$ cat config.mk
export PLATFORM = sky130hd
export DESIGN_NAME = if_id_queue
export DESIGN_NICKNAME = d
export VERILOG_FILES = /design/src/rtl/if_id_queue_pkg.sv /design/src/rtl/if_id_queue_mem.sv /design/src/rtl/if_id_queue.sv
export SDC_FILE = /design/constraint.sdc
export NUM_CORES = 1
export LEC_CHECK = 0
export ABC_AREA = 1
export CAP_MARGIN = 15
export CORE_ASPECT_RATIO = 0.75
export CORE_MARGIN = 1
export CORE_UTILIZATION = 55
export CTS_BUF_LIST = sky130_fd_sc_hd__clkbuf_8
export DETAILED_ROUTE_END_ITERATION = 7
export PLACE_DENSITY_LB_ADDON = 0.3
export SYNTH_ARGS = -nofsm -noshare
export SYNTH_HDL_FRONTEND = slang
export SYNTH_HIERARCHICAL = 1
export SYNTH_SLANG_ARGS = --single-unit
export TNS_END_PERCENT = 1
$ cat constraint.sdc
create_clock -name clk -period 15 [get_ports clk]
set_input_delay 2.25 -clock clk [delete_from_list [all_inputs] [get_ports clk]]
set_output_delay 2.25 -clock clk [all_outputs]
set_load 0.005 [all_outputs]
$ cat src/rtl/if_id_queue_pkg.sv
// Shared constants for the IF->ID instruction queue: reset PC, NOP encoding,
// data width and the trap-flag bundle layout.
package if_id_queue_pkg;

    localparam int          CPU_XLEN     = 32;
    localparam logic [31:0] CPU_RST_ADDR = 32'h8000_0000;
    localparam logic [31:0] CPU_NOP      = 32'h0000_0013;

    // Widen TRAP_W and add an index here when new per-instruction flags appear.
    localparam int TRAP_W     = 3;
    localparam int TRAP_INT   = 0;
    localparam int TRAP_EXP   = 1;
    localparam int TRAP_MISAL = 2;

endpackage

$ cat src/rtl/if_id_queue_mem.sv
// Queue storage: DEPTH entries, one synchronous write port and one
// asynchronous read port. Contents are not reset.
module if_id_queue_mem #(
    parameter int DEPTH = 4,
    parameter int WIDTH = 67,
    parameter int AW    = $clog2(DEPTH)
) (
    input  logic             clk,
    input  logic             we,
    input  logic [AW-1:0]    waddr,
    input  logic [WIDTH-1:0] wdata,
    input  logic [AW-1:0]    raddr,
    output logic [WIDTH-1:0] rdata
);

    logic [WIDTH-1:0] mem [DEPTH];

    always_ff @(posedge clk) begin
        if (we) begin
            mem[waddr] <= wdata;
        end
    end

    assign rdata = mem[raddr];

endmodule

$ cat src/rtl/if_id_queue.sv
// DEPTH-entry IF->ID instruction queue with flush and stall handling.
// Optional same-cycle empty bypass is enabled by defining IFQ_BYPASS_EN.
module if_id_queue
    import if_id_queue_pkg::*;
#(
    parameter int              XLEN     = CPU_XLEN,
    parameter int              DEPTH    = 4,
    parameter logic [XLEN-1:0] RST_ADDR = CPU_RST_ADDR,
    parameter logic [XLEN-1:0] NOP_INST = CPU_NOP
) (
    input  logic                     clk,
    input  logic                     rst_n,
    input  logic                     pipe_stall,
    input  logic                     ex_bj_flag,
    input  logic                     if_valid,
    output logic                     if_ready,
    input  logic [XLEN-1:0]          if_pc,
    input  logic [XLEN-1:0]          if_inst,
    input  logic                     if_int_flag,
    input  logic                     if_exp_flag,
    input  logic                     if_inst_addr_misal,
    input  logic                     id_allowin,
    output logic                     id_valid,
    output logic [XLEN-1:0]          id_pc,
    output logic [XLEN-1:0]          id_inst,
    output logic                     id_int_flag,
    output logic                     id_exp_flag,
    output logic                     id_inst_addr_misal,
    output logic [$clog2(DEPTH):0]   q_count
);

    localparam int PW = $clog2(DEPTH);
    localparam int CW = PW + 1;
    localparam int EW = 2 * XLEN + TRAP_W;

    logic [PW-1:0]     wr_ptr;
    logic [PW-1:0]     rd_ptr;
    logic [CW-1:0]     count;
    logic              full;
    logic              empty;
    logic              push;
    logic              pop;
    logic              byp;
    logic              byp_pass;
    logic              wr_en;
    logic              rd_en;
    logic [TRAP_W-1:0] if_trap;
    logic [TRAP_W-1:0] head_trap;
    logic [TRAP_W-1:0] out_trap;
    logic [XLEN-1:0]   head_pc;
    logic [XLEN-1:0]   head_inst;
    logic [EW-1:0]     wdata;
    logic [EW-1:0]     rdata;

    assign full  = (count == CW'(DEPTH));
    assign empty = (count == '0);

    always_comb begin
        if_trap             = '0;
        if_trap[TRAP_INT]   = if_int_flag;
        if_trap[TRAP_EXP]   = if_exp_flag;
        if_trap[TRAP_MISAL] = if_inst_addr_misal;
    end

`ifdef IFQ_BYPASS_EN
    assign byp = empty & if_valid & ~ex_bj_flag & ~pipe_stall;
`else
    assign byp = 1'b0;
`endif

    assign if_ready = ~full & ~ex_bj_flag;
    assign id_valid = (~empty & ~pipe_stall & ~ex_bj_flag) | byp;

    assign push     = if_valid & if_ready;
    assign pop      = id_valid & id_allowin;
    // A bypassed entry consumed the same cycle never touches storage.
    assign byp_pass = byp & id_allowin;
    assign wr_en    = push & ~byp_pass;
    assign rd_en    = pop & ~byp_pass;

    assign wdata = {if_pc, if_inst, if_trap};

    if_id_queue_mem #(
        .DEPTH (DEPTH),
        .WIDTH (EW),
        .AW    (PW)
    ) u_mem (
        .clk   (clk),
        .we    (wr_en),
        .waddr (wr_ptr),
        .wdata (wdata),
        .raddr (rd_ptr),
        .rdata (rdata)
    );

    assign head_pc   = rdata[EW-1 -: XLEN];
    assign head_inst = rdata[TRAP_W +: XLEN];
    assign head_trap = rdata[TRAP_W-1:0];

    always_comb begin
        id_pc    = RST_ADDR;
        id_inst  = NOP_INST;
        out_trap = '0;
        if (byp) begin
            id_pc    = if_pc;
            id_inst  = if_inst;
            out_trap = if_trap;
        end else if (!empty) begin
            id_pc    = head_pc;
            id_inst  = head_inst;
            out_trap = head_trap;
        end
    end

    assign id_int_flag        = out_trap[TRAP_INT];
    assign id_exp_flag        = out_trap[TRAP_EXP];
    assign id_inst_addr_misal = out_trap[TRAP_MISAL];

    always_ff @(posedge clk) begin
        if (!rst_n || ex_bj_flag) begin
            wr_ptr <= '0;
            rd_ptr <= '0;
            count  <= '0;
        end else begin
            if (wr_en) begin
                wr_ptr <= wr_ptr + 1'b1;
            end
            if (rd_en) begin
                rd_ptr <= rd_ptr + 1'b1;
            end
            case ({wr_en, rd_en})
                2'b10:   count <= count + 1'b1;
                2'b01:   count <= count - 1'b1;
                default: count <= count;
            endcase
        end
    end

    assign q_count = count;

endmodule

==> metrics.txt <==
status=completed; drt wl/cell=14.3 µm; Die ar.=22900 µm²; Cells after Synth=1257; layout cell share with drive strength beyond 1=0.0482; worst setup path class=input port to output port; Clock transition at path regs=~0.060 ns; drt first pass iters=5; Lkg Pwr=around 0.0067 µW; Hold Crit Depth=2; first-pass GRT wire length=a little under 40000 µm; worst slew margin relative to its limit=0.283; Clock Tree Root=clkbuf_8; hold slack=0.563 ns; cts hold-fix bufs=0; DP Wirelength=13400 µm; largest family of logic cells by synthesized area=simple AND/OR/NAND/NOR gates; DR iter-0 viols=between 600 and 700; Fill cells=approximately 1600; Syn Nets=1332; sequential cell fraction of total power=0.581; Post-synth EDFFs=roughly 270; Clock Skew=approximately 0.011 ns; Layout Nets=1480; final hold vios=0; final setup fails=0; Comb pwr share=0.056; Final min period=about 5.7 ns; mux cell area share after synthesis=0; CP required=~13 ns; setup_tns=0 ns; VDD IR max=around 0.061 mV; vias in the first global route=between 7000 and 8000; post-CTS setup repair buffer count=0; Vias/cell=4.83; Post-Synth Simple-Gate Area=0.190; PwrDens=roughly 100 nW/µm²; num rows=46; area grow syn2layout=18.7%; # IOs=approximately 150; Remaining DRCs=0; FF-to-FF path depth=7; Yosys top cell by area=edfxtp_1; startpoint types=input port; crit end category=output port; sequential area share after synthesis=0.668; grt ovf=0; H-Tree Depth=2; worst hold-check path type=flip-flop to flip-flop; final WL=roughly 25000 µm; post-cts resize count=0; flops & latches, synth=between 200 and 300; clock tree sinks=between 200 and 300; most area-consuming cells after synthesis=edfxtp_1 (66%), inv_1 (11%), nand2_1 (11%); clock power share=0.364; IO buf count=144; TritonCTS clock tree=built; P_int=1170 µW; Die Width=around 170 µm; gpl congestion=about 0.73; Core ar.=roughly 21000 µm²; Netlist cell types=23; top post-synthesis cells by count=inv_1 (349), nand2_1 (349), edfxtp_1 (268); Pins Over Slew Limit=0; Inserted Diodes=0; largest net degree at the start of global routing=99; maximum clock path buffer count=3; crit-path max FO=4; Synth Warn #=6; Synth top area share=0.657; via count=8307; sw frac=0.211; Synth Area in Adders=0.00265; initial antenna violation count=2; CP arrival=roughly 3.5 ns; Primary FF master, synth=edfxtp_1; Worst Max-Slew Pin Slew=approximately 1.1 ns; RSZ-0062 raised after global routing=false; Async S/R FF share, synth=0; Final ANT Viol Nets=0; Syn Std Cell Area=roughly 12000 µm²; f_max=176 MHz; Sw Pwr=313 µW; Starting Density=0.571; die span in y=approximately 130 µm; Num CTS Buffers=between 40 and 50; Mean Syn Cell Area=9.75 µm²; Skew-Pair Late Insertion Delay=between 0.5 and 0.6 ns; XOR/XNOR share of the synthesized area=0; Synth Area in Compound Gates=0.00368; Tcrit/Tclk final=0.380; max cap viols=0; gr usage total=0.219
==> state kept, by name, indices dropped and copies added, names as in the netlist <==
name	cells
q_count	3
rd_ptr	2
u_mem/mem	268
wr_ptr	2
==> power groups by stage <==
stage / Sequential, µW / Clock, µW / Combinational, µW
2_1_floorplan: 875 / 0 / 32.6
3_3_place_gp: 874 / 0 / 80.1
3_5_place_dp: 874 / 0 / 82.8
4_1_cts: 858 / 553 / 83.4
5_1_grt: 859 / 584 / 91.7
6_report: 858 / 538 / 82.2
==> path summary, 6_finish.rpt <==
path / from / endpoint / slack (ns)
hold / removal: q_count[0] / q_count[0] / 0.56
hold reg to reg: q_count[0] / q_count[0] / 0.56
setup reg to reg: q_count[1] / u_mem/mem[3][38] / 12.70
setup / recovery: ex_bj_flag / id_valid / 9.30
==> metrics by stage <==
stage          worst slack, ns  total power, µW  utilization  area (µm²)  cells
2_1_floorplan             7.28              908            -       12300   1257
3_3_place_gp              9.30              954        0.644       13800   1648
3_5_place_dp              9.30              957        0.644       13800   1648
4_1_cts                   9.29             1490        0.677       14500   1721
5_1_grt                   9.12             1530        0.677       14500   1721
6_report                  9.30             1480        0.677       14500   1721
==> cell families (layout without fill, tap and decap cells) <==
| kind of cell | count (synthesis) | in the layout |
|---|---|---|
| AND/OR/NAND/NOR | 568 | 568 |
| AO/OA/AOI/OAI | 9 | 9 |
| flip-flops | 275 | 275 |
| adder cells (fa/ha/maj) | 2 | 2 |
| buffers and inverters | 403 | 579 |
==> critical path, cell delays in order <==
cell and delay [ns]:
clkdlybuf4s50_1 0.45, nor3_1 0.21, clkdlybuf4s50_1 0.53
==> final cells by class <==
cell class / count / area [µm²] / share of cell area
multi-input cells: 579 / 2430 / 0.167
clock buffers: 44 / 606 / 0.0416
flip-flops and latches: 275 / 8190 / 0.563
repair buffers: 154 / 1520 / 0.104
well taps: 288 / 360 / 0.0248
clock inverters: 29 / 115 / 0.00792
inverters: 352 / 1320 / 0.0910
==> metal layers <==
metal,track usage,vias to the layer above,share of wire
met3,0.0486,33,0.067
met1,0.295,3909,0.44
met2,0.360,240,0.48
li1,-,4123,-
met4,0.0590,2,0.012
met5,0,-,0.00053
==> cells in the final DEF, fill, tap and decap left out, drive strengths merged, types with 6 or more instances in the layout <==
| cell | count |
|---|---|
| clkinv | 10 |
| nand2 | 350 |
| inv | 370 |
| clkdlybuf4s50 | 144 |
| nand3 | 137 |
| dfxtp | 7 |
| nor2 | 70 |
| clkbuf | 44 |
| a21oi | 6 |
| edfxtp | 268 |
| buf | 10 |
No activity file was read; power rests on OpenSTA's default activity.
